[src/rtl/hazard_scoreboard.sv]
// Hazard/forwarding unit for the 5-stage RV32 pipeline with a register
// scoreboard covering the variable-latency multi-cycle (MUL/DIV) unit.
// Forward, stall, flush and start outputs are combinational; sb_busy and
// stall_cycles are registered.
module hazard_scoreboard #(
  parameter int unsigned NUM_REGS  = 32,
  parameter int unsigned REG_AW    = 5,
  parameter int unsigned CNT_WIDTH = 16
) (
  input  logic                 clk,
  input  logic                 rst,
  input  logic [REG_AW-1:0]    rs1D,
  input  logic [REG_AW-1:0]    rs2D,
  input  logic [REG_AW-1:0]    rdD,
  input  logic                 use_rs1D,
  input  logic                 use_rs2D,
  input  logic                 regwriteD,
  input  logic                 mcopD,
  input  logic [REG_AW-1:0]    rs1E,
  input  logic [REG_AW-1:0]    rs2E,
  input  logic [REG_AW-1:0]    rdE,
  input  logic                 loadE,
  input  logic                 mcopE,
  input  logic                 pcsrcE,
  input  logic [REG_AW-1:0]    rdM,
  input  logic [REG_AW-1:0]    rdW,
  input  logic                 regwriteM,
  input  logic                 regwriteW,
  input  logic                 mc_busy,
  input  logic                 mc_done,
  input  logic [REG_AW-1:0]    mc_rd,
  output logic [1:0]           forwardaE,
  output logic [1:0]           forwardbE,
  output logic                 stallF,
  output logic                 stallD,
  output logic                 flushD,
  output logic                 flushE,
  output logic                 mc_start,
  output logic [NUM_REGS-1:0]  sb_busy,
  output logic [CNT_WIDTH-1:0] stall_cycles
);

  localparam logic [1:0]           FWD_RF  = 2'b00;
  localparam logic [1:0]           FWD_W   = 2'b01;
  localparam logic [1:0]           FWD_M   = 2'b10;
  localparam logic [REG_AW-1:0]    REG_X0  = '0;
  localparam logic [CNT_WIDTH-1:0] CNT_MAX = '1;

  logic                fwd_a;
  logic                fwd_b;
  logic [1:0]          fwd_sel_a;
  logic [1:0]          fwd_sel_b;
  logic                pend_rs1;
  logic                pend_rs2;
  logic                pend_rd;
  logic                lwstall;
  logic                sbstall;
  logic                mcstall;
  logic                anystall;
  logic                stall_int;
  logic [NUM_REGS-1:0] sb_next;

  // Select the newest in-flight producer of a source register; M beats W.
  function automatic logic [1:0] fwd_select(
    input logic [REG_AW-1:0] rs,
    input logic [REG_AW-1:0] rd_m,
    input logic              we_m,
    input logic [REG_AW-1:0] rd_w,
    input logic              we_w
  );
    logic [1:0] sel;
    sel = FWD_RF;
    if (we_m && (rd_m != REG_X0) && (rd_m == rs)) begin
      sel = FWD_M;
    end else if (we_w && (rd_w != REG_X0) && (rd_w == rs)) begin
      sel = FWD_W;
    end
    return sel;
  endfunction

  // A register is pending while its multi-cycle result is outstanding,
  // including the op that is launching from E this cycle.
  function automatic logic is_pending(
    input logic [REG_AW-1:0]   r,
    input logic [NUM_REGS-1:0] busy,
    input logic                mcop_e,
    input logic [REG_AW-1:0]   rd_e
  );
    return (r != REG_X0) && (busy[r] || (mcop_e && (rd_e == r)));
  endfunction

  // Forward selects for both execute-stage operands.
  always_comb begin
    fwd_a     = 1'b0;
    fwd_b     = 1'b0;
    fwd_sel_a = fwd_select(rs1E, rdM, regwriteM, rdW, regwriteW);
    fwd_sel_b = fwd_select(rs2E, rdM, regwriteM, rdW, regwriteW);
    fwd_a     = (fwd_sel_a != FWD_RF);
    fwd_b     = (fwd_sel_b != FWD_RF);
  end

  // Pending lookups for the decode-stage operands and destination.
  always_comb begin
    pend_rs1 = is_pending(rs1D, sb_busy, mcopE, rdE);
    pend_rs2 = is_pending(rs2D, sb_busy, mcopE, rdE);
    pend_rd  = is_pending(rdD,  sb_busy, mcopE, rdE);
  end

  // Stall sources: load-use, scoreboard RAW/WAW, and structural.
  always_comb begin
    lwstall  = loadE && (rdE != REG_X0) &&
               ((use_rs1D && (rs1D == rdE)) || (use_rs2D && (rs2D == rdE)));
    sbstall  = (use_rs1D && pend_rs1) || (use_rs2D && pend_rs2) ||
               (regwriteD && pend_rd);
    // The unit is free next cycle when it completes now, so D may advance.
    mcstall  = mcopD && (mcopE || (mc_busy && !mc_done));
    anystall = lwstall || sbstall || mcstall;
    // A taken redirect must always load the PC, so it overrides stalls.
    stall_int = anystall && !pcsrcE;
  end

  // Pipeline control outputs, forced to a flushing, non-stalling state in reset.
  always_comb begin
    forwardaE = FWD_RF;
    forwardbE = FWD_RF;
    stallF    = 1'b0;
    stallD    = 1'b0;
    flushD    = 1'b1;
    flushE    = 1'b1;
    mc_start  = 1'b0;
    if (!rst) begin
      forwardaE = fwd_a ? fwd_sel_a : FWD_RF;
      forwardbE = fwd_b ? fwd_sel_b : FWD_RF;
      stallF    = stall_int;
      stallD    = stall_int;
      flushD    = pcsrcE;
      flushE    = pcsrcE || anystall;
      mc_start  = mcopE;
    end
  end

  // Next scoreboard: completion clears first, a launch then sets (set wins).
  always_comb begin
    sb_next = sb_busy;
    if (mc_done) begin
      sb_next[mc_rd] = 1'b0;
    end
    if (mcopE && (rdE != REG_X0)) begin
      sb_next[rdE] = 1'b1;
    end
    sb_next[0] = 1'b0;
  end

  // Scoreboard register; reset aborts all outstanding multi-cycle ops.
  always_ff @(posedge clk) begin
    if (rst) begin
      sb_busy <= '0;
    end else begin
      sb_busy <= sb_next;
    end
  end

  // Saturating count of cycles in which decode was held.
  always_ff @(posedge clk) begin
    if (rst) begin
      stall_cycles <= '0;
    end else if (stallD && (stall_cycles != CNT_MAX)) begin
      stall_cycles <= stall_cycles + CNT_WIDTH'(1);
    end
  end

endmodule

[config.mk]
export PLATFORM = sky130hd
export DESIGN_NAME = hazard_scoreboard
export DESIGN_NICKNAME = d
export VERILOG_FILES = /design/src/rtl/hazard_scoreboard.sv
export SDC_FILE = /design/constraint.sdc
export NUM_CORES = 1
export LEC_CHECK = 0
export CAP_MARGIN = 10
export CORE_MARGIN = 1.5
export CORE_UTILIZATION = 29
export DETAILED_ROUTE_END_ITERATION = 8
export PLACE_DENSITY = 0.52
export SETUP_SLACK_MARGIN = 0.15
export SLEW_MARGIN = 20
export SYNTH_ARGS = -nofsm -noshare
export SYNTH_HDL_FRONTEND = slang
export SYNTH_SLANG_ARGS = --single-unit
[constraint.sdc]
create_clock -name clk -period 2.4 [get_ports clk]
set_clock_uncertainty 0.2 [all_clocks]
set_input_delay 0.24 -clock clk [delete_from_list [all_inputs] [get_ports clk]]
set_output_delay 0.24 -clock clk [all_outputs]
set_load 0.01 [all_outputs]
---- Yosys cells after proc, flatten, opt, wreduce, memory -nomap -nowiden ----
Cells that the tools add are included.
storage, ports and cells
  bits of input ports ..................... 58
  word-level logic and storage cells ...... 94
  output and inout port bits .............. 57
  register bits after elaboration ......... 48
operators by class
  $add $sub $neg .......................... 1
  muxes and demuxes ....................... 24
  bitwise gates (word level) .............. 3
  $lt $le $gt $ge ......................... 7
  reduce and logical (&&, ||, !) cells .... 46
  equal/unequal tests ..................... 10
operator list
  cell                     number
  $mux W32                 2
  $eq A5 B5 Y1             9
  $and A32 B32 Y32         1
  $not A32 Y32             1
  $or A32 B32 Y32          1
  $lt A5 B6 Y1 const B     5
  $reduce_bool A5 Y1       6
  $logic_and A1 B1 Y1      26
  $add A16 B1 Y16 const B  1
  $ne A16 B16 Y1 const B   1
  $bmux W1 S5              3
  $mux W2                  6
  $mux W1                  11
  $demux W1 S5             2
  $ge A5 B1 Y1 const B     2
  $logic_or A1 B1 Y1       10
  $reduce_bool A2 Y1       2
  $logic_not A1 Y1         2

---- Longest topological paths before layout ----
  depth in word-level cells ............... 12
  depth in mapped cells ................... 12
  depth with buffers taken out ............ 8

---- Worst setup path before layout ----
Ideal clock, no wire load.
  path kind ............................... register to output
  from .................................... register sb_busy[7]
  to ...................................... output stallF
  buffers on the path ..................... 1
  arrival ................................. 2062 ps
  data required time ...................... 1960 ps
  path slack .............................. -102 ps
  stages on the path, launching flop included .. 9
  path through ............................ dfxtp_1 -> mux4_2 -> or3b_1 -> o31a_1 -> a31oi_1 -> nand3_2 -> o21ai_1 -> inv_1 -> buf_4
on the way
  cells in the longest elaborated chain, start to end .. 11
  elaborated cells on any way between the ends .. 21
  classes of those cells .................. 7 x mux; 14 x reduce/logical
RTL lines
  item                                line  source
  start, declared                     39    output logic [NUM_REGS-1:0] sb_busy,
  start signal, assigned              159   sb_busy <= sb_next;
  $bmux W1 S5                         89    return (r != REG_X0) && (busy[r] || (mcop_e && (rd_e == r)));
  $mux W1 (not written as such)       89
  $logic_or A1 B1 Y1                  89
  $logic_and A1 B1 Y1                 89
  $logic_and A1 B1 Y1                 113   sbstall = (use_rs1D && pend_rs1) || (use_rs2D && pend_rs2) ||
  $logic_or A1 B1 Y1                  113
  $logic_or A1 B1 Y1 *                113
  $logic_or A1 B1 Y1 * (2 in series)  117   anystall = lwstall || sbstall || mcstall;
  $logic_and A1 B1 Y1 *               119   stall_int = anystall && !pcsrcE;
  $mux W1 *                           --
  end, declared                       34    output logic stallF,
Mark *: on every way between the ends. The rest lies on a longest branch, timed or not. The select of a mux whose other input is x is not followed.

---- Worst setup path in the final report ----
  from .................................... register sb_busy[7]
  to ...................................... register stall_cycles[1]
on the way
  cells in the longest elaborated chain, start to end .. 12
  elaborated cells on any way between the ends .. 22
  classes of those cells .................. 7 x mux; 15 x reduce/logical
RTL lines
  item                                line  source
  $bmux W1 S5                         89
  $mux W1 (not written as such)       89
  $logic_or A1 B1 Y1                  89
  $logic_and A1 B1 Y1                 89
  $logic_and A1 B1 Y1                 113
  $logic_or A1 B1 Y1                  113
  $logic_or A1 B1 Y1 *                113
  $logic_or A1 B1 Y1 * (2 in series)  117
  $logic_and A1 B1 Y1 *               119
  $mux W1 *                           131   if (!rst) begin
  $logic_and A1 B1 Y1 *               167   end else if (stallD && (stall_cycles != CNT_MAX)) begin
  end signal, assigned                168   stall_cycles <= stall_cycles + CNT_WIDTH'(1);
  end, declared                       40    output logic [CNT_WIDTH-1:0] stall_cycles
Marks and branches as above.
A chain may end at the register's enable or synchronous reset.

==> metrics <==
initial antenna violation count=0; DRT Pass-1 Iters=6; Die ar.=between 0.01 and 0.015 mm2; Core Area=0.0121 mm2; EDFF count, synth=0; Avg Inst Size Synth=between 8 and 9 um2; Root Buffer=clkbuf_16; fin. max-slew vios=0; failing checks=negative setup slack; initial core utilization=0.301; status=finished with violations; share of layout cells above drive strength 1=0.337; Final Setup Violations=18; crit-path max FO=8; Initial DRC Count=around 320; critical path class=reg2reg; period utilization=1.17; Most common cell on crit path=buf_6; critical path depth=12; Fmax=between 300 and 400 MHz; Post-synth top flop=dfxtp_1; Post-Syn Area=0.00364 mm2; DRC=0; Clock H-tree levels=2; RePlAce Congestion=0.892; final WL=~15 mm; relative slew slack=0.663; gr usage total=0.220; vias post-DR=4385; critical path buffer and inverter count=4; Finished Layout Cells=841; CTS buffer count=5; worst setup margin=-417 ps; flop and latch count out of synthesis=47; cells after synthesis=~450; Slowest Stage Delay on Critical Path=approximately 460 ps; FFs w/ async S/R, synth=0; diodes inserted=0; leakage dissipation=roughly 2.5 nW; Nets=731; WP data required=roughly 2400 ps; Post-DP HPWL=around 11 mm; library cells used by synthesis=53; Worst Tran Pin Value=505 ps; Worst path slowest cell=mux4_2; Final Hold Vio Count=0; CTS Buffer Depth=2; global-route wire length before repair=22.5 mm; Pwr Density=357 mW/mm2; startpoint types=flop; site row count=40; critical path endpoint category=flop; clock sink count=47; Yosys warning count=0; port bufs=~110; clk_lat worst skew=about 280 ps; remaining global-route overflow=0; R2R depth=12; sequential area share after synthesis=0.258; Synth-to-Final Area Change=74.2%; Clock Pin Slew Worst Setup and Hold Paths=approximately 70 ps; DRT antenna net count=0; unrepaired setup endpoints after global routing=yes; Vias/cell=around 5.2; Die Y=about 120 um; placed cell count=814; Placement Setup Slack=-896 ps; WL/cell=between 15 and 20 um; Hold Path Depth=3; syn nets=around 500; CTS tree=yes; Hold Crit Class=in2reg; family with the most delay on the worst path=compound AO/OA/AOI/OAI gates; crit path time final=2820 ps; largest net degree at the start of global routing=17; maximum capacitance violations=0; vias in the first global route=4288; CP Cell Sequence=mux4_2 -> or3b_1 -> o31a_1 -> a31oi_2 -> nand3_4 -> buf_6 -> buf_6 -> o21ai_4 -> clkbuf_16 -> buf_6 -> nand2_2 -> a21oi_2; I/O pin total=about 120; DIE WIDTH=~120 um; VDD IR max=approximately 0.27 mV; crit path DAT=around 2800 ps
## synth_stat cells (all sizes together) (2+ instances only)
library cell / number / area, um2
a211oi: 2 / 15.0
a21oi: 41 / 205
a22oi: 2 / 15.0
a31oi: 5 / 31.3
and3: 5 / 31.3
buf: 18 / 146
clkbuf: 15 / 56.3
dfxtp: 47 / 941
inv: 9 / 33.8
mux2: 3 / 33.8
mux2i: 17 / 170
mux4: 15 / 345
nand2: 53 / 199
nand2b: 2 / 12.5
nand3: 22 / 120
nand3b: 9 / 67.6
nand4: 8 / 50.1
nor2: 23 / 86.3
nor2b: 5 / 31.3
nor3: 6 / 30.0
nor3b: 4 / 30.0
nor4: 9 / 56.3
o211ai: 7 / 57.6
o21ai: 37 / 189
o311ai: 3 / 26.3
o31a: 2 / 17.5
o31ai: 5 / 37.5
o32ai: 2 / 17.5
or3: 7 / 43.8
or3b: 4 / 35.0
or4: 11 / 82.6
xnor2: 16 / 140
xor2: 21 / 184
## final timing paths
check | start | endpoint | slack, ps
max | sb_busy[7]$_SDFF_PP0_ | stall_cycles[1]$_SDFFE_PP0P_ | -420
min reg2reg | stall_cycles[15]$_SDFFE_PP0P_ | stall_cycles[15]$_SDFFE_PP0P_ | 310
max reg2reg | sb_busy[7]$_SDFF_PP0_ | stall_cycles[1]$_SDFFE_PP0P_ | -420
min | rst | stall_cycles[1]$_SDFFE_PP0P_ | 160
## timing repair
| item | in CTS | in global routing |
|---|---|---|
| gates cloned | 2 | 0 |
| endpoints found under the setup margin | 25 | 21 |
| gates resized for setup | 112 | 36 |
| setup buffers | 9 | 8 |
| pin swaps | 32 | 29 |
| hold buffers | 0 | 0 |
## registers in the layout, indices dropped and copies added (netlist names)
name	count
sb_busy	31
stall_cycles	16
## worst min-delay path: stages
cell and delay (ps):
clkbuf_2 150, buf_12 170, a21oi_2 40
## routing by layer
layer	vias to the layer above	global-route usage	part of all wire	wire, um
met5	-	0	0	0
met4	0	0.0757	0.023	344
met3	25	0.0274	0.052	781
met2	146	0.364	0.48	7110
met1	2107	0.298	0.45	6720
li1	2107	-	-	-
## layout by cell type (no fill, tap or decap), types with 8 or more instances in the layout
| cell type | instances |
|---|---|
| nand2_1 | 51 |
| nand3b_1 | 9 |
| buf_6 | 18 |
| mux4_2 | 13 |
| dlygate4sd2_1 | 23 |
| xnor2_1 | 16 |
| buf_4 | 115 |
| or4_1 | 8 |
| nand4_1 | 8 |
| a21oi_1 | 39 |
| xor2_1 | 21 |
| nand3_1 | 19 |
| dfxtp_1 | 29 |
| mux2i_1 | 17 |
| clkdlybuf4s50_1 | 74 |
| nor2_1 | 20 |
| o21ai_0 | 28 |
| dfxtp_2 | 17 |
## layout make-up
type / count / area [um2]
Tap cell: 168 / 210
Clock inverter: 2 / 38.8
Inverter: 9 / 33.8
Timing Repair Buffer: 252 / 2310
Multi-Input combinational cell: 357 / 2650
Clock buffer: 6 / 139
Fill cell: 1167 / 5770
Sequential cell: 47 / 966
## cell families after synthesis
| family | synth area share |
|---|---|
| compound gates | 0.189 |
| xor+xnor | 0.0890 |
| fa+ha+maj | 0.00344 |
| buf+inv | 0.0649 |
| flops | 0.258 |
| mux | 0.151 |
| other cells | 0.00103 |
| simple gates | 0.243 |
## through the flow
stage	setup TNS [ps]	utilization	instance area [um2]	hold slack, ps	power [mW]
global route	-7320	0.524	6340	172	2.34
CTS	-6350	0.511	6190	306	2.25
finish	-6050	0.524	6340	159	2.26
global placement	-14430	0.472	5720	279	1.36
floorplan	-44.5	-	3660	295	1.07
detailed placement	-14850	0.472	5720	286	1.37
## report_power, final
group | internal (mW) | leakage [nW] | switching, mW
sequential | 0.789 | 0.389 | 0.0136
clock | 0.524 | 0.0875 | 0.302
combinational | 0.340 | 2.00 | 0.296
total | 1.65 | 2.47 | 0.612
No activity file was read; power rests on OpenSTA's default activity.
==> RTL change (same settings) <==
Make the reset (`rst`) asynchronous in 2 clocked blocks.
--- a/src/rtl/hazard_scoreboard.sv
+++ b/src/rtl/hazard_scoreboard.sv
@@ -152,7 +152,7 @@
   end
 
   // Scoreboard register; reset aborts all outstanding multi-cycle ops.
-  always_ff @(posedge clk) begin
+  always_ff @(posedge clk or posedge rst) begin
     if (rst) begin
       sb_busy <= '0;
     end else begin
@@ -161,7 +161,7 @@
   end
 
   // Saturating count of cycles in which decode was held.
-  always_ff @(posedge clk) begin
+  always_ff @(posedge clk or posedge rst) begin
     if (rst) begin
       stall_cycles <= '0;
     end else if (stallD && (stall_cycles != CNT_MAX)) begin
Function: differs if rst is asserted again (counterexample within 4 cycles, from zero or initial values and one cycle with rst high); with rst held inactive, the same outputs for 10 cycles.
==> RTL change against the original RTL <==
Cell area down 1.3%; hold slack worse by 31 ps; critical path depth fell by 1; cell count fell by 12%; sequential cell count stayed put; the run still ends with setup timing left; synthesized area down 3.7%; utilization grew 1.5 points; worst setup slack worse by 88 ps; wire length fell by 5.7%.
Power is not compared: it rests on default switching activity, and its combinational part moved more than twofold at a synthesized area within 25%.
==> RTL change: results (changes against the original RTL) <==
Commonest cells post-synth: o21ai_0, dfrtp_1, xor2_1 (was nand2_1, dfxtp_1, a21oi_1). The final number of setup-violating endpoints was 19 (was 18); the number of nets produced by synthesis was 416 (was 505). The delay of the slowest cell on the worst path was 430 ps (was 460 ps); the setup TNS after final layout was -8370 ps (was -6050 ps). The tools report the slack of the critical path as -505 ps (was -417 ps). Violated checks: setup timing (unchanged). The routed metal-1 wire length was 5930 µm (was 6720 µm). The proportion of register bits with asynchronous set or reset after synthesis came out at 100% (was 0%). The portion of netlist area occupied by mux cells works out to 18.2% (was 15.1%). The compound-gate portion of the synthesized area is 13.3% (was 18.9%). Launch point of the worst reg-to-reg path: sb_busy[17] (was sb_busy[7]). The final weighted congestion in routability-driven placement came out at 0.915 (was 0.892). The parity-gate share of the synthesized area counting xor and xnor cells was 11.7% (was 8.90%); the post-CTS setup-driven buffer insertion count was 22 (was 9).

For the length of routed met3 wiring, the log shows 1080 µm (was 781 µm). For the maximum number of pins on one net before global-route repair, the log shows 48 (was 17). Synth top area cells: dfrtp_1, mux4_2, o21ai_0 (was dfxtp_1, mux4_2, a21oi_1).

The tools report the reg-to-reg critical path endpoint as stall_cycles[10] (was stall_cycles[1]). The via count of the first global-routing pass was 4066 (was 4288). The iteration-0 DRC count of the detailed router was 195 (was 319). The relative slew slack is 45.0% (was 66.3%). The class of the tightest hold or removal check is input port to asynchronous set/reset pin (was input port to register).

The flow ran to the end, but the final reports show violations. The wire length of the first global-routing pass is 21600 µm (was 22500 µm), and the overall power consumption is 3.69 mW. The gate family responsible for the most delay along the worst path is multiplexers (was compound AO/OA/AOI/OAI gates).
==> RTL change: final cells by class <==
cell class / count / area share (%)
multi-input cells: 288 / 39.6
repair buffers: 247 / 36.1
flip-flops and latches: 47 / 18.9
well taps: 143 / 2.86
clock buffers: 7 / 2.12
inverters: 5 / 0.360
clock inverters: 1 / 0.0800
==> RTL change: through the flow <==
stage	utilization, %	hold slack (ps)	instance area, µm²	std cells	setup slack, ps
floorplan	-	67.5	3520	357	-303
global placement	47.6	281	5530	702	-1070
detailed placement	47.6	280	5530	702	-1090
CTS	52.2	153	6060	733	-511
global route	53.9	215	6260	738	-607
finish	53.9	128	6260	738	-505
==> RTL change: cell families (layout without fill, tap and decap cells) <==
group | after synthesis | in the layout
muxes | 40 | 40
DFF | 47 | 47
other | 1 | 1
xor gates and xnor gates | 47 | 47
buffers and inverters | 22 | 260
adders and majority gates | 1 | 1
AOI/OAI and AO/OA | 86 | 86
and+or+nand+nor | 113 | 113
